`config.mk`:
```
export PLATFORM = sky130hd
export DESIGN_NAME = event_count_accumulator
export DESIGN_NICKNAME = d
export VERILOG_FILES = /design/src/rtl/evt_acc_pkg.sv /design/src/rtl/evt_rec_fifo.sv /design/src/rtl/event_count_accumulator.sv
export SDC_FILE = /design/constraint.sdc
export NUM_CORES = 1
export LEC_CHECK = 0
export CAP_MARGIN = 20
export CELL_PAD_IN_SITES_DETAIL_PLACEMENT = 1
export CELL_PAD_IN_SITES_GLOBAL_PLACEMENT = 1
export CORE_MARGIN = 2
export CORE_UTILIZATION = 46
export DETAILED_ROUTE_END_ITERATION = 8
export PLACE_DENSITY_LB_ADDON = 0.3
export SYNTH_ARGS = -nofsm -noshare
export SYNTH_HDL_FRONTEND = slang
export SYNTH_SLANG_ARGS = --single-unit
```
`constraint.sdc`:
```
create_clock -name clk -period 5.7 [get_ports clk]
set_clock_uncertainty 0.1 [all_clocks]
set_input_delay 0.855 -clock clk [delete_from_list [all_inputs] [get_ports clk]]
set_output_delay 0.855 -clock clk [all_outputs]
set_load 0.03 [all_outputs]
```
`src/rtl/evt_acc_pkg.sv`:
```
// Shared definitions for the event count accumulator: FSM states, field
// widths and the packed record width.
// Optional feature macro: EVT_ACC_PEAK_EN (adds a per-window peak pulse field).
package evt_acc_pkg;

   typedef enum logic {
      IDLE = 1'b0,
      RUN  = 1'b1
   } state_t;

   localparam int PULSE_W   = 5;
   localparam int IDX_W     = 16;
   localparam int DEF_CNT_W = 32;

`ifdef EVT_ACC_PEAK_EN
   localparam int PEAK_EXTRA_W = PULSE_W;
`else
   localparam int PEAK_EXTRA_W = 0;
`endif

   // Record layout, MSB to LSB: pulse total, pileup total, window index,
   // partial flag and, when enabled, the peak pulse value.
   function automatic int rec_w(input int cnt_w);
      return 2 * cnt_w + IDX_W + 1 + PEAK_EXTRA_W;
   endfunction

   localparam int REC_W = rec_w(DEF_CNT_W);

endpackage

```
`src/rtl/evt_rec_fifo.sv`:
```
// Generic synchronous first-word-fall-through FIFO. The head entry is
// always visible on o_rd_data; a read is honoured only when non-empty and a
// write is honoured when not full or when a read frees a slot on the same edge.
module evt_rec_fifo #(
   parameter int DATA_W = 8,
   parameter int DEPTH  = 4
) (
   input  logic              clk,
   input  logic              rst_n,
   input  logic              i_wr_en,
   input  logic [DATA_W-1:0] i_wr_data,
   input  logic              i_rd_en,
   output logic [DATA_W-1:0] o_rd_data,
   output logic              o_full,
   output logic              o_empty
);

   localparam int AW = $clog2(DEPTH);

   logic [DATA_W-1:0] r_mem [DEPTH];
   logic [AW:0]       r_wr_ptr;
   logic [AW:0]       r_rd_ptr;
   logic              w_do_rd;
   logic              w_do_wr;

   // Pointers carry one extra wrap bit so full and empty are distinguishable.
   assign o_empty   = (r_wr_ptr == r_rd_ptr);
   assign o_full    = (r_wr_ptr[AW] != r_rd_ptr[AW]) &&
                      (r_wr_ptr[AW-1:0] == r_rd_ptr[AW-1:0]);
   assign w_do_rd   = i_rd_en && !o_empty;
   assign w_do_wr   = i_wr_en && (!o_full || w_do_rd);
   assign o_rd_data = r_mem[r_rd_ptr[AW-1:0]];

   // Advance read and write pointers.
   // NOTE: sequential state uses non-blocking assignments so every register
   // samples the pre-edge values regardless of statement order.
   always_ff @(posedge clk or negedge rst_n) begin
      if (!rst_n) begin
         r_wr_ptr <= '0;
         r_rd_ptr <= '0;
      end else begin
         if (w_do_wr) r_wr_ptr <= r_wr_ptr + (AW+1)'(1);
         if (w_do_rd) r_rd_ptr <= r_rd_ptr + (AW+1)'(1);
      end
   end

   // Write the storage array.
   // NOTE: the storage is deliberately not reset; the pointers define which
   // entries are meaningful, and leaving the array out of reset keeps it a
   // plain RAM.
   always_ff @(posedge clk) begin
      if (w_do_wr) r_mem[r_wr_ptr[AW-1:0]] <= i_wr_data;
   end

endmodule

```
`src/rtl/event_count_accumulator.sv`:
```
// Integrates per-cycle pulse/pileup counts over a programmable window of
// valid beats and queues one record per window through a FWFT FIFO.
// A stop command flushes a non-empty partial window as a partial record.
// Optional feature macro: EVT_ACC_PEAK_EN (adds rec_peak_pulse).
module event_count_accumulator
   import evt_acc_pkg::*;
#(
   parameter int CNT_W      = 32,
   parameter int WIN_W      = 24,
   parameter int FIFO_DEPTH = 4
) (
   input  logic               clk,
   input  logic               rst_n,
   input  logic               start,
   input  logic               stop,
   input  logic [WIN_W-1:0]   window_len,
   input  logic               valid_in,
   input  logic [PULSE_W-1:0] pulse_this_cycle,
   input  logic [PULSE_W-1:0] pileup_this_cycle,
   output logic               rec_valid,
   input  logic               rec_ready,
   output logic [CNT_W-1:0]   rec_pulse_total,
   output logic [CNT_W-1:0]   rec_pileup_total,
   output logic [IDX_W-1:0]   rec_window_idx,
   output logic               rec_partial,
`ifdef EVT_ACC_PEAK_EN
   output logic [PULSE_W-1:0] rec_peak_pulse,
`endif
   output logic               busy,
   output logic [15:0]        drop_count
);

   localparam int RW   = rec_w(CNT_W);
   localparam int PK_W = PEAK_EXTRA_W;

   state_t            r_state;
   state_t            w_state_nxt;
   logic              w_enter_run;

   logic [WIN_W-1:0]  r_len;
   logic [WIN_W-1:0]  r_cnt;
   logic [CNT_W-1:0]  r_pulse_acc;
   logic [CNT_W-1:0]  r_pileup_acc;
   logic [IDX_W-1:0]  r_idx;
   logic [15:0]       r_drop;

   logic              w_beat;
   logic              w_close;
   logic              w_flush;
   logic              w_push;
   logic              w_pop;
   logic              w_drop;
   logic [CNT_W-1:0]  w_pulse_win;
   logic [CNT_W-1:0]  w_pileup_win;
   logic [RW-1:0]     w_rec_in;
   logic [RW-1:0]     w_fifo_head;
   logic [RW-1:0]     w_rec_out;
   logic              w_full;
   logic              w_empty;

`ifdef EVT_ACC_PEAK_EN
   logic [PULSE_W-1:0] r_peak;
   logic [PULSE_W-1:0] w_peak_win;
`endif

   // Saturating accumulate of a zero-extended beat count.
   function automatic logic [CNT_W-1:0] sat_add(input logic [CNT_W-1:0]   acc,
                                                input logic [PULSE_W-1:0] val);
      logic [CNT_W:0] sum;
      sum = {1'b0, acc} + (CNT_W+1)'(val);
      return sum[CNT_W] ? '1 : sum[CNT_W-1:0];
   endfunction

   // FSM state register.
   always_ff @(posedge clk or negedge rst_n) begin
      if (!rst_n) r_state <= IDLE;
      else        r_state <= w_state_nxt;
   end

   // FSM next-state: start wins in IDLE, stop ends RUN.
   // NOTE: every combinational output gets a default first so no path can
   // leave it unassigned and infer a latch.
   always_comb begin
      w_state_nxt = r_state;
      w_enter_run = 1'b0;
      case (r_state)
         IDLE: begin
            if (start) begin
               w_state_nxt = RUN;
               w_enter_run = 1'b1;
            end
         end
         RUN: begin
            if (stop) w_state_nxt = IDLE;
         end
         default: w_state_nxt = IDLE;
      endcase
   end

   assign busy = (r_state == RUN);

   // Window bookkeeping; the window totals include the current beat so a
   // closing or flushing record never loses it.
   assign w_beat       = busy && valid_in;
   assign w_pulse_win  = w_beat ? sat_add(r_pulse_acc, pulse_this_cycle)   : r_pulse_acc;
   assign w_pileup_win = w_beat ? sat_add(r_pileup_acc, pileup_this_cycle) : r_pileup_acc;
   assign w_close      = w_beat && (r_cnt == r_len - WIN_W'(1));
   assign w_flush      = busy && stop && !w_close && ((r_cnt != '0) || w_beat);
   assign w_push       = w_close || w_flush;
   assign w_pop        = rec_valid && rec_ready;
   assign w_drop       = w_push && w_full && !w_pop;

`ifdef EVT_ACC_PEAK_EN
   assign w_peak_win = (w_beat && (pulse_this_cycle > r_peak)) ? pulse_this_cycle : r_peak;
   assign w_rec_in   = {w_pulse_win, w_pileup_win, r_idx, ~w_close, w_peak_win};
`else
   assign w_rec_in   = {w_pulse_win, w_pileup_win, r_idx, ~w_close};
`endif

   // Accumulators, beat counter, window index and drop counter.
   always_ff @(posedge clk or negedge rst_n) begin
      if (!rst_n) begin
         r_len        <= '0;
         r_cnt        <= '0;
         r_pulse_acc  <= '0;
         r_pileup_acc <= '0;
         r_idx        <= '0;
         r_drop       <= '0;
      end else if (w_enter_run) begin
         r_len        <= (window_len == '0) ? WIN_W'(1) : window_len;
         r_cnt        <= '0;
         r_pulse_acc  <= '0;
         r_pileup_acc <= '0;
         r_idx        <= '0;
         r_drop       <= '0;
      end else if (busy) begin
         if (w_close || stop) begin
            r_cnt        <= '0;
            r_pulse_acc  <= '0;
            r_pileup_acc <= '0;
         end else if (w_beat) begin
            r_cnt        <= r_cnt + WIN_W'(1);
            r_pulse_acc  <= w_pulse_win;
            r_pileup_acc <= w_pileup_win;
         end
         if (w_push)                   r_idx  <= r_idx + IDX_W'(1);
         if (w_drop && (r_drop != '1)) r_drop <= r_drop + 16'd1;
      end
   end

`ifdef EVT_ACC_PEAK_EN
   // Running per-window maximum of pulse_this_cycle.
   always_ff @(posedge clk or negedge rst_n) begin
      if (!rst_n)                          r_peak <= '0;
      else if (w_enter_run)                r_peak <= '0;
      else if (busy && (w_close || stop))  r_peak <= '0;
      else if (w_beat)                     r_peak <= w_peak_win;
   end
`endif

   evt_rec_fifo #(
      .DATA_W (RW),
      .DEPTH  (FIFO_DEPTH)
   ) u_fifo (
      .clk       (clk),
      .rst_n     (rst_n),
      .i_wr_en   (w_push),
      .i_wr_data (w_rec_in),
      .i_rd_en   (rec_ready),
      .o_rd_data (w_fifo_head),
      .o_full    (w_full),
      .o_empty   (w_empty)
   );

   // Present zeros while empty so record fields are clean after reset.
   assign w_rec_out        = w_empty ? '0 : w_fifo_head;
   assign rec_valid        = !w_empty;
   assign rec_partial      = w_rec_out[PK_W];
   assign rec_window_idx   = w_rec_out[PK_W+1 +: IDX_W];
   assign rec_pileup_total = w_rec_out[PK_W+1+IDX_W +: CNT_W];
   assign rec_pulse_total  = w_rec_out[PK_W+1+IDX_W+CNT_W +: CNT_W];
`ifdef EVT_ACC_PEAK_EN
   assign rec_peak_pulse   = w_rec_out[0 +: PULSE_W];
`endif
   assign drop_count       = r_drop;

endmodule
```
==> metrics.txt, run 1 <==
Async S/R FF share, synth 0.318; layout cells sized above 1 0.116; crit path from u_fifo.r_rd_ptr[1]; Setup TNS Final 0 ns; final antenna-violating net count 0; CP bufs+invs 2; Register Area 13,500 um^2; All-Layer GR Usage 0.229; slowest CP cell dfrtp_4; cells after synthesis 1,690; pre-CTS setup slack slightly above 1 ns; Slew Limit Headroom 0.310; Hold Slack 0.128 ns; worst-margin pin slew 1.03 ns; via density per instance 5.97; Slew Limit Fails 0; max_cap viols 0; die extent in x 223 um; commonest non-fill, non-tap cell in the layout edfxtp_1; H-tree depth 2; deepest clock path buffer count 3; Max VDD drop 0.333 mV; vias in the first global route 15,789; root buffer cell clkbuf_16; ys flop type edfxtp_1; WS Path Type reg -> out; CP max stage delay 0.80 ns; largest net degree at the start of global routing 121; vias 14,725; Peak Freq between 200 and 250 MHz; Worst setup SP type register; Hold-fix buffers, CTS 0; final hold vios 0; CTS tree done; power per cell area 469 nW/um^2; postcts setup bufs 0; Gates resized, CTS repair 0; residual DRC count 0; Clk Latency, worst-skew pair about 0.59 ns; Final Critical Period 4.39 ns; DR pass1 iterations 5; average size of a mapped cell 13.1 um^2; area grow syn2layout 16.9%; Core Region 47,500 um^2; Detail Placement HPWL 35,300 um; area of the multi-input gates between 8000 and 9000 um^2; status complete, no violations; Static Leak 9.63 nW; crit path max fanout 37; DIE AREA 49,800 um^2; GRT overflow 0; Post-synth EDFFs 324; setup violators final 0; first-pass GRT wire length 89,300 um; CP cell instances xnor2_1 -> nand3_2 -> buf_4 -> and2_1 -> clkdlybuf4s50_1; num ports 139; Synthesis Warnings 0; WP data arrival 3.44 ns; initial DRC count 1,001; Avg WL per Cell 22.6 um; Starting Density 0.465; fillcell total ~4,700; chip height 223 um; ANT cells 0; RePlAce Congestion 0.835; post-synthesis register bit count 475; routed wire length 55,800 um; final worst setup slack 1.31 ns; reg2reg start r_len[6]; sequential fraction of the synthesis area 0.611; CP delay by family, top buffers and inverters; Worst Setup End Kind output port; Synth Cell Area 22,100 um^2; initial antenna violation count 0; Final period util 0.771; unique cell type count in the Yosys netlist between 70 and 80; Sinks on Clock Net 475; Rows 80; RSZ-0062 raised after global routing false; Synthesized Nets between 1,500 and 2,000; most frequent cells in the layout 324 x edfxtp_1, 175 x nand2_1, 149 x dfrtp_1; TritonCTS Buffers 49; nets 1,873; clock slew at reported path FFs 0.06 ns; # port buffers 138; Worst Path Required 4.74 ns; Hold WC Path Type in -> async
-- worst paths after layout --
check | end | slack (ns) | depth (start not counted)
max in group asynchronous | r_pulse_acc[15] | 4.13 | 2
max reg2reg | u_fifo.r_mem[0][8] | 1.42 | 8
min reg2reg | u_fifo.r_wr_ptr[2] | 0.40 | 1
max | rec_pulse_total[14] | 1.31 | 5
min in group clk | u_fifo.r_wr_ptr[2] | 0.40 | 1
min | r_idx[0] | 0.13 | 1
-- cell type report --
type,count,share of cell area
clock buffer,68,0.0522
sequential,475,0.523
timing repair buffer,162,0.0634
clock inverter,23,0.0103
multi-input combinational,1087,0.316
tap,615,0.0298
inverter,36,0.00523
-- registers in the layout (all words and copies together), names as in the netlist, 3 cells and up --
name,flops
drop_count,16
r_pulse_acc,32
u_fifo.r_wr_ptr,3
r_cnt,24
r_idx,16
u_fifo.r_rd_ptr,3
r_pileup_acc,32
u_fifo.r_mem,324
r_len,24
-- per-layer routing --
layer,track usage,up-vias,share of wire
li1,-,6652,-
met1,0.312,7695,0.45
met2,0.386,304,0.50
met3,0.0308,74,0.038
met4,0.0675,0,0.021
met5,0,-,0
-- cells in the mapped netlist, types with 4 or more instances --
cell,number,area [um^2]
a211o_1,4,35.0
a21o_1,30,225
a21oi_1,64,320
a22o_1,36,315
a31oi_1,19,119
and2_1,88,551
and3_1,33,206
and3b_1,4,35.0
and4_1,11,96.3
buf_1,15,56.3
buf_2,17,85.1
clkbuf_1,60,225
dfrtp_1,151,3780
edfxtp_1,324,9730
ha_1,20,250
inv_1,36,135
mux2_2,7,78.8
mux2i_1,7,70.1
mux4_2,81,1820
nand2_1,175,657
nand2b_1,19,119
nand3_1,66,330
nand3b_1,6,45.0
nand4_1,30,188
nor2_1,66,248
nor2b_1,7,43.8
nor3_1,20,100
nor3b_1,9,67.6
nor4_1,17,106
o2111ai_1,5,43.8
o211ai_1,9,67.6
o21a_1,19,143
o21ai_0,76,380
o31ai_1,9,67.6
or3_1,18,113
or4_1,8,60.1
xnor2_1,33,289
xor2_1,30,263
-- power by group --
group          internal, W  switching [W]  total [W]  leakage, nW
combinational      0.00207        0.00264    0.00471         3.79
sequential         0.00393       0.000234    0.00417         5.08
clock              0.00189        0.00135    0.00325        0.765
-- metrics by stage --
step	total power (W)	std cells	util	area (um^2)
final	0.0121	2466	0.544	25800
after global routing	0.0126	2466	0.544	25800
after CTS	0.0123	2466	0.544	25800
after detailed placement	0.00900	2375	0.510	24200
after global placement	0.00893	2375	0.510	24200
after floorplan	0.00717	1690	-	22100
-- cells by family (layout without fill, tap and decap cells) --
kind of cell	Yosys count	after routing	share of synthesized area
AND/OR/NAND/NOR	596	596	0.144
AO/OA/AOI/OAI	310	310	0.0938
buffers and inverters	128	289	0.0227
flip-flops	475	475	0.611
adder cells (fa/ha/maj)	22	22	0.0131
multiplexers	95	95	0.0893
XOR/XNOR	64	64	0.0260
Power figures use the tool's default switching activity.
==> inputs of run 2 (changes only) <==
Settings changed: CORE_UTILIZATION 46 to 45.
Clock period 5.7 ns to 4 ns, I/O delays scaled along.
==> run 2 against run 1 <==
Compared with the run above: the run now ends with negative hold slack left; worst setup slack worse by 1.1 ns; die area up 2.2%; first-iteration DRC count down 16%; sequential cell count unchanged; highest routed layer is now met5.
==> metrics.txt, run 2 (same netlist as run 1, synthesis figures left out) <==
Slew Limit Fails 0 (unchanged); max reg flops 324 (unchanged); Peak Freq 264 MHz; routed wire length 54,700 um (-1.8%); Setup TNS Final 0 ns (unchanged); Clock power frac 0.267 (about the same); residual DRC count 0 (unchanged); clock slew at reported path FFs 0.06 ns (about the same); H-tree depth 2 (unchanged); commonest non-fill, non-tap cell in the layout edfxtp_1; Clk Latency, worst-skew pair 0.60 ns (about the same); status finished, violations left; postcts setup bufs 0 (unchanged); Slew Limit Headroom 0.387 (+0.0762); vias 14,691 (-0.23%); final hold vios 10 (+10); combinational group share of total power 0.396 (+0.008); Rows 81 (+1.3%); root buffer cell clkbuf_16; DIE AREA 50,900 um^2 (+2.2%); failing checks negative hold slack; All-Layer GR Usage 0.221 (-0.00752); largest net degree at the start of global routing 88 (-27%); Avg WL per Cell 21.6 um (-4.6%); GRT overflow 0 (unchanged); WS Path Type reg -> out; ANT cells 0 (unchanged); Worst Setup End Kind output port; CTS tree done; num ports 139 (unchanged); TritonCTS Buffers 49 (unchanged); max_cap viols 0 (unchanged); RePlAce Congestion 0.852 (+2.1%); setup violators final 0 (unchanged); area grow syn2layout 18.7%; Final Critical Period 3.79 ns; Int Power 0.0113 W (+43%); crit path max fanout 35 (-5.4%); Worst Path Required 3.30 ns (-1.44 ns); Detail Placement HPWL 36,300 um (+2.6%); deepest clock path buffer count 3 (unchanged); Worst setup SP type register; RSZ-0062 raised after global routing false; most frequent cells in the layout 324 x edfxtp_1, 175 x nand2_1, 149 x dfrtp_1; layout cells sized above 1 0.129 (+0.0129); initial DRC count 844 (-16%); via density per instance 5.79 (-3.1%); Final period util 0.948; Core Region 48,700 um^2 (+2.5%); Starting Density 0.453 (-0.0115); Hold WC Path Type in -> async; final antenna-violating net count 0 (unchanged); power per cell area 662 nW/um^2 (+41%); worst-case reg-to-reg path depth 12 (+4); Flop pwr share 0.338 (-0.006); P_sw 0.00606 W (+43%); vias in the first global route 15,716 (-0.46%); Hold Slack -0.0208 ns (-0.149 ns); Static Leak 9.82 nW (+1.9%); WP data arrival 3.09 ns (-0.35 ns); fin util 0.538 (-0.00535); initial antenna violation count 1 (+1); # port buffers 138 (unchanged); DR pass1 iterations 4 (-1); worst-margin pin slew 0.920 ns (-0.112 ns); Max VDD drop 0.362 mV (+8.5%); first-pass GRT wire length 87,900 um (-1.5%); nets 1,896 (+1.2%); Sinks on Clock Net 475 (unchanged); switch share 0.349 (about the same); die extent in x 226 um (+1.1%); chip height 226 um (+1.1%)
run 2: cell count changes in the layout (fill, tap and decap cells not counted), moves of 2 or more:
cell and change:
clkinvlp_4 -3, clkbuf_1 -4, clkinv_2 +3, clkbuf_8 +5, buf_4 +10, buf_6 +2, clkinv_8 +2, buf_12 +11
run 2: final timing paths:
check                                   startpoint                  to  slack, ns
worst min-delay path                         rst_n      drop_count[11]      -0.02
max in group asynchronous                    rst_n            r_len[0]       2.95
min in group clk                u_fifo.r_rd_ptr[2]  u_fifo.r_rd_ptr[2]       0.39
worst min register to register  u_fifo.r_rd_ptr[2]  u_fifo.r_rd_ptr[2]       0.39
worst max register to register            r_len[0]      r_pulse_acc[8]       0.34
worst max-delay path            u_fifo.r_rd_ptr[0]  rec_window_idx[11]       0.21
run 2: per-stage QoR:
stage	cell area (um^2)	setup WS, ns	hold WS [ns]	cells	power, W
finish	26200	0.206	-0.0208	2539	0.0174
global route	26200	0.0146	0.0338	2539	0.0181
CTS	26200	0.0391	0.0141	2539	0.0176
detailed placement	24600	0.179	0.389	2447	0.0129
global placement	24600	0.234	0.380	2447	0.0128
floorplan	22100	0.0152	0.204	1690	0.0102
run 2: routing by layer:
layer,up-vias,track usage,share of wire
li1,6715,-,-
met1,7574,0.294,0.44
met2,314,0.375,0.49
met3,86,0.0353,0.043
met4,2,0.0705,0.026
met5,-,0,0.00015
run 2: worst max-delay path, cell delays in order (launching register included):
cell and delay, ns:
dfrtp_4 0.56, xnor2_1 0.26, nand3_2 0.43, buf_4 0.41
and2_1 0.19, clkdlybuf4s50_1 0.63
run 2: power by group through the flow:
| stage | Sequential (W) | Combinational (W) | Clock, W |
|---|---|---|---|
| after detailed placement | 0.00597 | 0.00697 | 0 |
| after floorplan | 0.00585 | 0.00436 | 0 |
| final | 0.00587 | 0.00687 | 0.00463 |
| after global placement | 0.00594 | 0.00688 | 0 |
| after global routing | 0.00591 | 0.00732 | 0.00491 |
| after CTS | 0.00587 | 0.00700 | 0.00473 |
run 2: area by class of cell:
cell class              count  area (um^2)
multi-input cells        1087         8170
repair buffers            185         1960
well taps                 664          831
clock inverters            24          258
fillers                  4841        22500
inverters                  36          135
clock buffers              68         1380
flip-flops and latches    475        13500
run 2: timing repair:
item	CTS	global route
gates resized for setup	0	2
hold endpoints to repair	0	0
endpoints found under the setup margin	0	8
hold buffers	0	0
